===== src/rtl/sm_fifo_pair_pkg.sv =====
// Shared types for the per-state-machine TX/RX FIFO pair.
package sm_fifo_pair_pkg;

  // Storage pooling mode. Encoding 3 is reserved and behaves as JOIN_NONE.
  typedef enum logic [1:0] {
    JOIN_NONE = 2'd0,
    JOIN_TX   = 2'd1,
    JOIN_RX   = 2'd2
  } fifo_join_t;

  // FIFO status as seen by software: {full, empty}.
  typedef struct packed {
    logic full;
    logic empty;
  } fifo_status_t;

  // Map the raw 2-bit mode input onto a legal mode; the reserved code folds to JOIN_NONE.
  function automatic fifo_join_t decode_join(input logic [1:0] raw);
    case (raw)
      2'd1:    return JOIN_TX;
      2'd2:    return JOIN_RX;
      default: return JOIN_NONE;
    endcase
  endfunction

endpackage


===== src/rtl/sm_fifo_pair_fifo_ctrl.sv =====
// Pointer/occupancy controller for one FIFO living in a window of the shared
// storage array. Capacity and window base are runtime inputs so the same
// controller serves both the split and the pooled layouts.
module sm_fifo_pair_fifo_ctrl
  import sm_fifo_pair_pkg::*;
#(
  parameter int CNT_W = 4,
  localparam int PTR_W = CNT_W - 1
) (
  input  logic             clk,
  input  logic             rst,        // asynchronous, active-low
  input  logic             enable,     // FIFO exists in the current mode
  input  logic             flush,      // mode change: clear pointers, ignore requests
  input  logic [CNT_W-1:0] capacity,
  input  logic [PTR_W-1:0] base,
  input  logic             push,
  input  logic             pop,
  input  logic             err_clr,
  output logic             wr_en,
  output logic [PTR_W-1:0] wr_addr,
  output logic [PTR_W-1:0] rd_addr,
  output logic [CNT_W-1:0] count,
  output fifo_status_t     status,
  output logic             overflow,
  output logic             underflow
);

  logic [PTR_W-1:0] head_reg, tail_reg;
  logic [CNT_W-1:0] count_reg;
  logic             overflow_reg, underflow_reg;

  logic             full_c, empty_c;
  logic             do_push, do_pop;
  logic             ovf_evt, unf_evt;
  logic [PTR_W-1:0] head_next, tail_next;
  logic [CNT_W-1:0] count_next;

  // Advance a window-relative pointer, wrapping at the current capacity.
  function automatic logic [PTR_W-1:0] wrap_inc(input logic [PTR_W-1:0] ptr,
                                                input logic [CNT_W-1:0] cap);
    logic [CNT_W-1:0] nxt;
    nxt = {1'b0, ptr} + 1'b1;
    return (nxt == cap) ? '0 : nxt[PTR_W-1:0];
  endfunction

  assign full_c  = (count_reg == capacity);
  assign empty_c = (count_reg == '0);

  // Request qualification: a push into a full FIFO is still accepted when a
  // pop frees the head in the same cycle; a flush cycle swallows everything.
  always_comb begin
    do_pop     = enable && !flush && pop && !empty_c;
    do_push    = enable && !flush && push && (!full_c || do_pop);
    ovf_evt    = enable && !flush && push && !do_push;
    unf_evt    = enable && !flush && pop && empty_c;
    head_next  = do_pop  ? wrap_inc(head_reg, capacity) : head_reg;
    tail_next  = do_push ? wrap_inc(tail_reg, capacity) : tail_reg;
    count_next = count_reg;
    case ({do_push, do_pop})
      2'b10:   count_next = count_reg + 1'b1;
      2'b01:   count_next = count_reg - 1'b1;
      default: count_next = count_reg;
    endcase
  end

  // Pointer and occupancy state; a flush returns the FIFO to empty.
  always_ff @(posedge clk or negedge rst) begin
    if (!rst) begin
      head_reg  <= '0;
      tail_reg  <= '0;
      count_reg <= '0;
    end else if (flush) begin
      head_reg  <= '0;
      tail_reg  <= '0;
      count_reg <= '0;
    end else begin
      head_reg  <= head_next;
      tail_reg  <= tail_next;
      count_reg <= count_next;
    end
  end

  // Sticky error flags; a fresh error in the clearing cycle keeps the flag set.
  always_ff @(posedge clk or negedge rst) begin
    if (!rst) begin
      overflow_reg  <= 1'b0;
      underflow_reg <= 1'b0;
    end else begin
      if (ovf_evt)      overflow_reg <= 1'b1;
      else if (err_clr) overflow_reg <= 1'b0;
      if (unf_evt)      underflow_reg <= 1'b1;
      else if (err_clr) underflow_reg <= 1'b0;
    end
  end

  assign wr_en        = do_push;
  assign wr_addr      = base + tail_reg;
  assign rd_addr      = base + head_reg;
  // A disabled FIFO reports itself as both full and empty with no occupancy.
  assign count        = enable ? count_reg : '0;
  assign status.full  = !enable || full_c;
  assign status.empty = !enable || empty_c;
  assign overflow     = overflow_reg;
  assign underflow    = underflow_reg;

endmodule


===== src/rtl/sm_fifo_pair.sv =====
// TX/RX FIFO pair for one state machine. Both FIFOs share a single
// 2*DEPTH-entry array; the join mode hands the whole array to one direction.
// Index 0 of the per-direction arrays is TX, index 1 is RX.
module sm_fifo_pair
  import sm_fifo_pair_pkg::*;
#(
  parameter int WIDTH = 32,
  parameter int DEPTH = 4,
  parameter int CNT_W = $clog2(2 * DEPTH) + 1
) (
  input  logic             clk,
  input  logic             rst,          // asynchronous, active-low
  input  logic [1:0]       join_mode,
  input  logic             tx_push_en,
  input  logic [WIDTH-1:0] tx_data_in,
  input  logic             tx_pull_en,
  output logic [WIDTH-1:0] tx_data_out,
  input  logic             rx_push_en,
  input  logic [WIDTH-1:0] rx_data_in,
  input  logic             rx_pop_en,
  output logic [WIDTH-1:0] rx_data_out,
  output fifo_status_t     tx_status,
  output fifo_status_t     rx_status,
  output logic [CNT_W-1:0] tx_count,
  output logic [CNT_W-1:0] rx_count,
  input  logic             err_clr,
  output logic             tx_overflow,
  output logic             tx_underflow,
  output logic             rx_overflow,
  output logic             rx_underflow
);

  localparam int PTR_W   = CNT_W - 1;
  localparam int ENTRIES = 2 * DEPTH;

  fifo_join_t       mode_reg;
  fifo_join_t       join_dec;
  logic             mode_change;

  logic [1:0]       dir_enable, dir_push, dir_pop, dir_wr_en, dir_ovf, dir_unf;
  logic [CNT_W-1:0] dir_capacity [2];
  logic [CNT_W-1:0] dir_count    [2];
  logic [PTR_W-1:0] dir_base     [2];
  logic [PTR_W-1:0] dir_wr_addr  [2];
  logic [PTR_W-1:0] dir_rd_addr  [2];
  logic [WIDTH-1:0] dir_wdata    [2];
  logic [WIDTH-1:0] dir_rdata    [2];
  fifo_status_t     dir_status   [2];

  logic [WIDTH-1:0] mem [ENTRIES];

  assign join_dec    = decode_join(join_mode);
  assign mode_change = (join_dec != mode_reg);

  // Mode register: follows the decoded input; every change flushes both FIFOs.
  always_ff @(posedge clk or negedge rst) begin
    if (!rst) mode_reg <= JOIN_NONE;
    else if (mode_change) mode_reg <= join_dec;
  end

  // Window layout: split mode gives TX the low half and RX the high half;
  // a joined direction owns the whole array starting at entry 0.
  assign dir_enable[0]   = (mode_reg != JOIN_RX);
  assign dir_enable[1]   = (mode_reg != JOIN_TX);
  assign dir_capacity[0] = (mode_reg == JOIN_TX) ? CNT_W'(ENTRIES) : CNT_W'(DEPTH);
  assign dir_capacity[1] = (mode_reg == JOIN_RX) ? CNT_W'(ENTRIES) : CNT_W'(DEPTH);
  assign dir_base[0]     = '0;
  assign dir_base[1]     = (mode_reg == JOIN_RX) ? '0 : PTR_W'(DEPTH);

  assign dir_push[0]  = tx_push_en;
  assign dir_pop[0]   = tx_pull_en;
  assign dir_wdata[0] = tx_data_in;
  assign dir_push[1]  = rx_push_en;
  assign dir_pop[1]   = rx_pop_en;
  assign dir_wdata[1] = rx_data_in;

  genvar gi;
  generate
    for (gi = 0; gi < 2; gi++) begin : g_dir
      sm_fifo_pair_fifo_ctrl #(
        .CNT_W(CNT_W)
      ) u_ctrl (
        .clk      (clk),
        .rst      (rst),
        .enable   (dir_enable[gi]),
        .flush    (mode_change),
        .capacity (dir_capacity[gi]),
        .base     (dir_base[gi]),
        .push     (dir_push[gi]),
        .pop      (dir_pop[gi]),
        .err_clr  (err_clr),
        .wr_en    (dir_wr_en[gi]),
        .wr_addr  (dir_wr_addr[gi]),
        .rd_addr  (dir_rd_addr[gi]),
        .count    (dir_count[gi]),
        .status   (dir_status[gi]),
        .overflow (dir_ovf[gi]),
        .underflow(dir_unf[gi])
      );

      // First-word-fall-through head; an empty or disabled FIFO reads as zero.
      assign dir_rdata[gi] = (dir_count[gi] != '0) ? mem[dir_rd_addr[gi]] : '0;
    end
  endgenerate

  // Shared storage writes; the two windows never overlap while both are active.
  always_ff @(posedge clk) begin
    for (int i = 0; i < 2; i++) begin
      if (dir_wr_en[i]) mem[dir_wr_addr[i]] <= dir_wdata[i];
    end
  end

  assign tx_data_out  = dir_rdata[0];
  assign rx_data_out  = dir_rdata[1];
  assign tx_status    = dir_status[0];
  assign rx_status    = dir_status[1];
  assign tx_count     = dir_count[0];
  assign rx_count     = dir_count[1];
  assign tx_overflow  = dir_ovf[0];
  assign tx_underflow = dir_unf[0];
  assign rx_overflow  = dir_ovf[1];
  assign rx_underflow = dir_unf[1];

endmodule


===== config.mk =====
export PLATFORM = sky130hd
export DESIGN_NAME = sm_fifo_pair
export DESIGN_NICKNAME = d
export VERILOG_FILES = /design/src/rtl/sm_fifo_pair_pkg.sv /design/src/rtl/sm_fifo_pair_fifo_ctrl.sv /design/src/rtl/sm_fifo_pair.sv
export SDC_FILE = /design/constraint.sdc
export NUM_CORES = 1
export LEC_CHECK = 0
export CORE_ASPECT_RATIO = 1.2
export CORE_MARGIN = 2
export CORE_UTILIZATION = 55
export DETAILED_ROUTE_END_ITERATION = 16
export PLACE_DENSITY = 0.8
export SYNTH_ARGS = -nofsm -noshare
export SYNTH_HDL_FRONTEND = slang
export SYNTH_SLANG_ARGS = --single-unit

===== constraint.sdc =====
create_clock -name clk -period 5.9 [get_ports clk]
set_input_delay 1.77 -clock clk [delete_from_list [all_inputs] [get_ports clk]]
set_output_delay 1.77 -clock clk [all_outputs]
set_load 0.005 [all_outputs]

==> results of run 1 <==
cell families (layout without fill, tap and decap cells):
logic type,after synthesis,after routing,synth area share (%)
muxes,391,391,36.4
DFF,282,282,47.5
and+or+nand+nor,234,234,6.23
AOI/OAI and AO/OA,135,135,4.69
buffers and inverters,102,258,3.72
adders and majority gates,13,13,1.01
xor gates and xnor gates,8,8,0.442
routing by layer:
metal	wire length (um)	GRT usage, %
met1	17600	34.2
met2	23500	49.2
met3	3230	3.80
met4	1440	9.55
met5	0	0
placed cells by master (no fill, tap or decap), drive strengths merged, types with 5 or more instances in the layout:
cell	instances
nand2	153
dfrtp	26
edfxtp	256
mux2i	6
and2	8
mux4	128
or4	8
o31ai	5
ha	11
clkinv	10
clkdlybuf4s50	152
nand2b	10
xnor2	5
inv	10
clkbuf	36
mux2	257
buf	44
nor2b	6
nor3	7
o21ai	11
a21oi	78
nand3	10
nor2	7
power by group:
group,switching (mW),total (mW),internal (mW)
sequential,0.0861,2.34,2.25
combinational,0.596,1.29,0.696
clock,0.757,1.83,1.07
per-stage QoR:
| step | utilization (%) | worst slack [ps] | power, mW | instances | hold WS, ps |
|---|---|---|---|---|---|
| floorplan | - | 244 | 3.05 | 1165 | 523 |
| finish | 65.2 | 576 | 5.46 | 1722 | 556 |
| global route | 65.2 | 457 | 5.63 | 1722 | 600 |
| global placement | 62.3 | 626 | 3.64 | 1671 | 532 |
| CTS | 65.2 | 569 | 5.46 | 1722 | 558 |
| detailed placement | 62.3 | 517 | 3.66 | 1671 | 540 |
layout make-up:
| class | instances | area (sq um) | share of cell area (%) |
|---|---|---|---|
| multi-input combinational | 781 | 8700 | 42.5 |
| sequential | 282 | 8350 | 40.8 |
| timing repair buffer | 196 | 1940 | 9.48 |
| clock buffer | 36 | 752 | 3.68 |
| tap | 401 | 502 | 2.45 |
| clock inverter | 15 | 175 | 0.856 |
| inverter | 11 | 41.3 | 0.202 |
worst max-delay path, stage by stage (launching register included):
cell and delay [ps]:
dfrtp_1 330, buf_4 490, clkinv_1 900, buf_4 520, nand2_1 130, a21oi_1 100, clkdlybuf4s50_1 520
path summary, 6_finish.rpt:
check                                                        start                                        to  slack (ps)  cells past startpoint
max reg2reg                                mode_reg[1]$_DFFE_PN0P_                      mem[7][26]$_DFFE_PP_        2480                      6
min reg2reg                   g_dir[0].u_ctrl.overflow$_DFFE_PN0P_      g_dir[0].u_ctrl.overflow$_DFFE_PN0P_         560                      2
max in group asynchronous                                      rst   g_dir[0].u_ctrl.head_reg[0]$_DFFE_PN0P_        3390                      1
max                        g_dir[0].u_ctrl.head_reg[2]$_DFFE_PN0P_                           tx_data_out[22]         580                      6
min in group asynchronous                                      rst  g_dir[1].u_ctrl.count_reg[3]$_DFFE_PN0P_        1780                      1
min                           g_dir[0].u_ctrl.overflow$_DFFE_PN0P_      g_dir[0].u_ctrl.overflow$_DFFE_PN0P_         560                      2
==> results.py, run 1 <==
metrics = {
    "cells_and_area": {
        "largest_reg_flops": 256,
        "fill_cells": 2159,
        "area_growth_pct": 16.6,
        "drive_gt1_share_pct": 37.9,
        "num_antenna_cells": 0,
        "final_nets": 1387,
        "finalInstanceArea_sq_um": 20500,
    },
    "timing": {
        "fin_tns_setup_ps": 0,
        "setup_violations": 0,
        "tightest_slew_ps": 1140,
        "max_slew_margin_pct": 23.8,
        "fin_crit_sh_pct": 90.2,
        "fmax_ghz": 0.188,
        "rsz0062_at_grt": "false",
        "finalHoldViolations": 0,
        "maxSlewViolCount": 0,
        "clock_skew_ps": 16.5,
        "min_period_ps": 5320,
    },
    "route": {
        "num_vias": 11400,
        "drtPass1Iterations": 5,
        "drc": 0,
        "antenna_left": 0,
        "drt_iter0_drc": 1049,
        "wl_per_cell_um": 26.6,
        "vias_per_cell": 6.63,
        "drt_wl_total_um": 45800,
    },
    "clock_tree": {
        "h-tree-depth": 1,
        "cts_resized": 0,
        "cts_root_buffer": "clkbuf_16",
        "cts_tree": "done",
        "cts.path.max_buffers": 3,
        "clk_pin_slew_ps": 60,
        "cts_made_buffers": 29,
        "insertion_delay_ps": 550,
        "cts_sinks": 282,
        "postCtsHoldBufs": 0,
        "post-cts-setup-buffers": 0,
    },
    "floorplan": {
        "io_pins": 153,
        "rows": 71,
        "core-area_sq_um": 31400,
        "dieWidth_um": 167,
        "fp.dieH_um": 200,
        "die_area_sq_um": 33300,
        "start_util_pct": 55.9,
    },
    "power_and_ir_drop": {
        "p_per_area_nw_per_um2": 267,
        "cellLeakagePower_nw": 7.41,
        "ir_drop_v": 0.000195,
    },
    "setup_path": {
        "critPathArrivalTime_ps": 3550,
        "startpoint_type": "flop",
        "endpoint_kind": "output pin",
        "crit_fanout": 33,
        "required_ps": 4130,
        "critPathKind": "reg2out",
    },
    "logic_synthesis": {
        "synth_top_cell_area_share_pct": 43.8,
        "syn_inst": 1165,
        "synthesis.nets": 1251,
        "synth-seq-area-share_pct": 47.5,
        "synth_cell_type_count": 66,
        "synth_flop_cell": "edfxtp_1",
        "synth_area_leader_cell": "edfxtp_1",
        "yosys-top-cells-count": "edfxtp_1 (256), nand2_1 (153), mux2_4 (145)",
        "synth_edf_count": 256,
        "syn_area_sq_um": 17500,
        "synthMostInstantiatedCell": "edfxtp_1",
        "synthTopCellsByArea": "edfxtp_1 (44%), mux4_2 (16%), mux2_4 (12%)",
        "synth_seq_cells": 282,
        "synth_area_per_cell_sq_um": 15.1,
        "yosys_warnings": 0,
        "async_reset_ff_share_pct": 9.22,
    },
    "global_route": {
        "grt_pass1_wl_um": 69800,
        "grt_pass1_vias": 12100,
        "grtUsageTotal_pct": 27.4,
        "antenna_found_initial": 0,
        "grt-ovfl-total": 0,
        "grt_max_degree": 42,
    },
    "placed_design": {
        "gp_congestion": 0.859,
        "portBuffers": 152,
        "hpwl_um": 28500,
        "placed_cell_area_sq_um": 19500,
    },
    "hold_path": {
        "hold_path_class": "reg2reg",
    },
    "status": {
        "status": "finished clean",
    },
    "run": {
        "cap_violations": 0,
    },
}
Power figures use the tool's default switching activity.
==> inputs of run 2 (changes only) <==
==> constraint.sdc (replaced) <==
create_clock -name clk -period 5.9 [get_ports clk]
set_input_delay 1.77 -clock clk [delete_from_list [all_inputs] [get_ports clk]]
set_output_delay 1.77 -clock clk [all_outputs]
set_load 0.05 [all_outputs]
==> run 2 against run 1 <==
Compared with the run above:
- utilization fell by 0.23 points
- clock skew fell by 3.5 ps
- first-iteration DRC count rose by 11%
- global-route usage rose by 0.42 points
- largest cell class unchanged
- highest routed layer unchanged
==> results.py, run 2 (same netlist as run 1, synthesis figures left out) <==
metrics = {
    "timing": {
        "fin_crit_sh_pct": 98.2,
        "setup_violations": 0,
        "maxSlewViolCount": 0,
        "fmax_ghz": 0.173,
        "max_slew_margin_pct": 18.3,
        "rsz0062_at_grt": "false",
        "fin_tns_setup_ps": 0,
        "fin_hold_ws_ps": 561,
        "clock_skew_ps": 13.0,
        "tightest_slew_ps": 1220,
        "finalHoldViolations": 0,
        "min_period_ps": 5790,
    },
    "setup_path": {
        "startpoint_type": "flop",
        "critPathKind": "reg2out",
        "endpoint_kind": "output pin",
        "r2r-start": "mode_reg[0]$_DFFE_PN0P_",
        "required_ps": 4130,
        "crit_chain": "nand2b_1 -> buf_4 -> xnor2_2 -> buf_4 -> nand2_1 -> a21oi_1 -> clkdlybuf4s50_1",
        "crit_path_max_incr_delay_ps": 890,
        "rr_worst_depth": 7,
        "critPathArrivalTime_ps": 4020,
        "startpoint": "mode_reg[0]$_DFFE_PN0P_",
        "worst_path_max_delay_cell": "clkdlybuf4s50_1",
        "cpMostUsedCell": "buf_4",
        "crit_fanout": 13,
    },
    "route": {
        "drc": 0,
        "drt_wl_total_um": 46600,
        "drtPass1Iterations": 5,
        "antenna_left": 0,
        "vias_per_cell": 6.69,
        "drt_iter0_drc": 1165,
        "wl_per_cell_um": 27.1,
        "num_vias": 11500,
    },
    "cells_and_area": {
        "final_cell_mix": "edfxtp_1 (256), nand2_1 (151), mux2_4 (145)",
        "drive_gt1_share_pct": 40.3,
        "finalInstanceArea_sq_um": 20400,
        "area_growth_pct": 16.2,
        "fill_cells": 2156,
        "final-instance-count-excl-fill": 1722,
        "final_common_cell": "edfxtp_1",
        "final_nets": 1386,
        "largest_reg_flops": 256,
    },
    "floorplan": {
        "rows": 71,
        "dieWidth_um": 167,
        "io_pins": 153,
        "die_area_sq_um": 33300,
        "start_util_pct": 55.9,
        "core-area_sq_um": 31400,
        "fp.dieH_um": 200,
    },
    "placed_design": {
        "portBuffers": 152,
        "placed_cell_area_sq_um": 19500,
        "gp_congestion": 0.883,
        "hpwl_um": 29300,
        "place_inst": 1671,
    },
    "clock_tree": {
        "insertion_delay_ps": 550,
        "cts_sinks": 282,
        "cts_made_buffers": 28,
        "clk_pin_slew_ps": 70,
        "cts.path.max_buffers": 3,
        "post-cts-setup-buffers": 0,
        "cts_tree": "done",
        "cts_resized": 0,
        "h-tree-depth": 1,
        "cts_root_buffer": "clkbuf_16",
        "postCtsHoldBufs": 0,
    },
    "power_and_ir_drop": {
        "cellLeakagePower_nw": 7.46,
        "p_sw_mw": 1.92,
        "seqPwrFrac_pct": 39.6,
        "p_clk_share_pct": 30.8,
        "combPwrFrac_pct": 29.6,
        "finalPower_mw": 5.91,
        "ir_drop_v": 0.000231,
        "p_int_mw": 3.99,
        "switching_share_pct": 32.4,
        "p_per_area_nw_per_um2": 290,
    },
    "hold_path": {
        "hold_start": "g_dir[0].u_ctrl.underflow$_DFFE_PN0P_",
        "hold_path_class": "reg2reg",
        "holdPathStages": 2,
    },
    "global_route": {
        "grt_max_degree": 41,
        "grtUsageTotal_pct": 27.8,
        "antenna_found_initial": 1,
        "grt_pass1_vias": 12300,
        "grt_pass1_wl_um": 70900,
        "grt-ovfl-total": 0,
    },
    "run": {
        "cap_violations": 0,
    },
    "status": {
        "status": "finished clean",
    },
}
## run 2: changes by cell type in the layout (fill, tap and decap cells not counted), moves of 2 or more
cell / previous run / this run
clkbuf_8: 0 / 3
clkinv_2: 5 / 3
clkbuf_1: 7 / 9
clkinv_1: 5 / 3
buf_4: 37 / 68
clkdlybuf4s50_1: 152 / 120
## run 2: power groups by stage
| stage | registers (mW) | clock network, mW | logic [mW] |
|---|---|---|---|
| 2_1_floorplan | 2.34 | 0 | 1.19 |
| 3_3_place_gp | 2.38 | 0 | 1.71 |
| 3_5_place_dp | 2.38 | 0 | 1.74 |
| 4_1_cts | 2.34 | 1.82 | 1.75 |
| 5_1_grt | 2.35 | 1.89 | 1.83 |
| 6_report | 2.34 | 1.82 | 1.75 |
## run 2: area by class of cell
class                   instances  area, sq um  area share [%]
clock buffers                  41          801            3.93
inverters                      11         41.3           0.203
multi-input cells             781         8700            42.7
repair buffers                196         1870            9.18
well taps                     401          502            2.46
flip-flops and latches        282         8350            40.9
diodes                          1         2.50          0.0123
clock inverters                 9          120           0.589
## run 2: per-stage QoR
| step | setup WS, ps | util, % |
|---|---|---|
| floorplan | 244 | - |
| global placement | 646 | 62.1 |
| detailed placement | 482 | 62.1 |
| CTS | 258 | 65.0 |
| global route | 68.2 | 65.0 |
| finish | 109 | 65.0 |
## run 2: worst max-delay path: cells and delay by family (launching register included)
family	cells	cell delay (ps)
flops	1	500
simple gates	2	300
buf+inv	3	1500
compound gates	1	360
xor+xnor	1	810
## run 2: layer usage
metal  global-route usage, %  routed length [um]  share of wire (%)
met5                       0                   0                  0
met4                    10.2                1620                3.5
met3                    3.13                3470                7.4
met2                    50.4               24300                 52
met1                    34.6               17200                 37
## run 2: path summary, 6_finish.rpt
| kind | slack [ps] | end |
|---|---|---|
| setup / recovery | 110 | rx_data_out[1] |
| hold / removal | 560 | g_dir[0].u_ctrl.underflow$_DFFE_PN0P_ |
| setup reg to reg | 2340 | mem[5][0]$_DFFE_PP_ |
| hold reg to reg | 560 | g_dir[0].u_ctrl.underflow$_DFFE_PN0P_ |
| max in group asynchronous | 3990 | g_dir[0].u_ctrl.head_reg[0]$_DFFE_PN0P_ |
| min in group asynchronous | 1590 | g_dir[1].u_ctrl.count_reg[2]$_DFFE_PN0P_ |
==> inputs of run 3 (changes only) <==
==> constraint.sdc (replaced) <==
create_clock -name clk -period 5.9 [get_ports clk]
set_input_delay 1.18 -clock clk [delete_from_list [all_inputs] [get_ports clk]]
set_output_delay 1.18 -clock clk [all_outputs]
set_load 0.05 [all_outputs]
==> run 3 against run 2 <==
Compared with the run above:
- utilization down 0.31 points
- largest power group unchanged
- total power decreased by 0.94%
- non-clock buffer count is 13 lower
- count of clock-buffer cells in the layout shrank 4
- largest cell class unchanged
==> results.py, run 3 (same netlist as run 1, synthesis figures left out) <==
metrics = {
    "placed_design": {
        "gp_congestion": 0.840,
        "portBuffers": 152,
        "place_ws_ps": 1040,
        "place_inst": 1657,
        "placed_cell_area_sq_um": 19400,
        "hpwl_um": 27900,
    },
    "timing": {
        "rsz0062_at_grt": "false",
        "setup_violations": 0,
        "fin_crit_sh_pct": 87.9,
        "setup_ws_ps": 716,
        "maxSlewViolCount": 0,
        "clock_skew_ps": 9.75,
        "min_period_ps": 5180,
        "max_slew_margin_pct": 9.72,
        "finalHoldViolations": 0,
        "fin_tns_setup_ps": 0,
        "tightest_slew_ps": 1350,
        "fmax_ghz": 0.193,
    },
    "global_route": {
        "grt_pass1_wl_um": 69100,
        "antenna_found_initial": 2,
        "grt_pass1_vias": 11700,
        "grtUsageTotal_pct": 27.2,
        "grt-ovfl-total": 0,
        "grt_max_degree": 49,
    },
    "clock_tree": {
        "clk_pin_slew_ps": 60,
        "cts_root_buffer": "clkbuf_16",
        "cts_sinks": 282,
        "postCtsHoldBufs": 0,
        "h-tree-depth": 1,
        "post-cts-setup-buffers": 0,
        "insertion_delay_ps": 560,
        "cts_resized": 0,
        "cts.path.max_buffers": 3,
        "cts_made_buffers": 28,
        "cts_tree": "done",
    },
    "power_and_ir_drop": {
        "ir_drop_v": 0.000211,
        "p_per_area_nw_per_um2": 288,
        "cellLeakagePower_nw": 7.32,
        "finalPower_mw": 5.85,
    },
    "setup_path": {
        "endpoint": "rx_data_out[31]",
        "required_ps": 4720,
        "r2r_slack_ps": 2030,
        "critPathArrivalTime_ps": 4000,
        "endpoint_kind": "output pin",
        "rr_worst_depth": 7,
        "startpoint_type": "flop",
        "r2r-end": "mem[2][18]$_DFFE_PP_",
        "critPathKind": "reg2out",
        "r2r-start": "mode_reg[0]$_DFFE_PN0P_",
        "startpoint": "mode_reg[0]$_DFFE_PN0P_",
        "crit_fanout": 17,
    },
    "cells_and_area": {
        "finalInstanceArea_sq_um": 20300,
        "final_nets": 1373,
        "final_cell_mix": "edfxtp_1 (256), clkdlybuf4s50_1 (152), nand2_1 (151)",
        "largest_reg_flops": 256,
        "num_antenna_cells": 0,
        "drive_gt1_share_pct": 37.3,
        "final-instance-count-excl-fill": 1708,
        "final_common_cell": "edfxtp_1",
        "area_growth_pct": 15.7,
    },
    "hold_path": {
        "hold_path_class": "reg2reg",
        "hold_start": "g_dir[0].u_ctrl.overflow$_DFFE_PN0P_",
    },
    "route": {
        "wl_per_cell_um": 26.6,
        "num_vias": 11400,
        "drc": 0,
        "vias_per_cell": 6.67,
        "wl_met3_um": 3380,
        "m1WireLength_um": 17000,
        "drt_wl_total_um": 45500,
        "antenna_left": 0,
        "dr.max_layer_used": "met5",
        "met2RoutedLength_um": 23600,
        "drtPass1Iterations": 5,
        "drt_iter0_drc": 907,
    },
    "floorplan": {
        "fp.dieH_um": 200,
        "core-area_sq_um": 31400,
        "io_pins": 153,
        "dieWidth_um": 167,
        "start_util_pct": 55.9,
        "die_area_sq_um": 33300,
        "rows": 71,
    },
    "run": {
        "cap_violations": 0,
    },
    "status": {
        "status": "finished clean",
    },
}
==> run 3: layout make-up <==
| cell class | instances | area, sq um |
|---|---|---|
| clock buffer | 37 | 786 |
| tap | 401 | 502 |
| timing repair buffer | 183 | 1820 |
| sequential | 282 | 8350 |
| multi-input combinational | 781 | 8700 |
| clock inverter | 13 | 96.3 |
| inverter | 11 | 41.3 |
| fill | 2171 | 11100 |
==> run 3: worst min-delay path by stage <==
| stage | end | slack, ps | cells after the start |
|---|---|---|---|
| floorplan | g_dir[0].u_ctrl.count_reg[1]$_DFFE_PN0P_ | 550 | 1 |
| global placement | g_dir[0].u_ctrl.overflow$_DFFE_PN0P_ | 540 | 2 |
| detailed placement | g_dir[0].u_ctrl.underflow$_DFFE_PN0P_ | 540 | 2 |
| CTS | g_dir[0].u_ctrl.underflow$_DFFE_PN0P_ | 560 | 2 |
| global route | g_dir[0].u_ctrl.underflow$_DFFE_PN0P_ | 580 | 2 |
| finish | g_dir[0].u_ctrl.overflow$_DFFE_PN0P_ | 560 | 2 |
==> run 3: critical path: stages, from the launching register on <==
cell	delay [ps]
dfrtp_1	540
nand2b_1	270
buf_4	290
xor2_4	640
buf_4	400
nand2_1	80
a21oi_1	320
clkdlybuf4s50_1	890
==> run 3: metrics by stage <==
| step | util [%] | hold slack (ps) |
|---|---|---|
| 2_1_floorplan | - | 551 |
| 3_3_place_gp | 61.8 | 538 |
| 3_5_place_dp | 61.8 | 544 |
| 4_1_cts | 64.6 | 562 |
| 5_1_grt | 64.7 | 576 |
| 6_report | 64.7 | 564 |
==> run 3: report_power, final <==
| part | internal (mW) | leakage [nW] | switching (mW) |
|---|---|---|---|
| sequential | 2.25 | 2.66 | 0.0853 |
| clock | 0.977 | 0.433 | 0.769 |
| combinational | 0.702 | 4.22 | 1.06 |
| total | 3.93 | 7.32 | 1.92 |
==> run 3: layer usage <==
metal / GRT usage [%] / vias to the layer above
li1: - / 4875
met1: 34.8 / 5846
met2: 48.1 / 558
met3: 3.33 / 103
met4: 9.96 / 4
met5: 0 / -
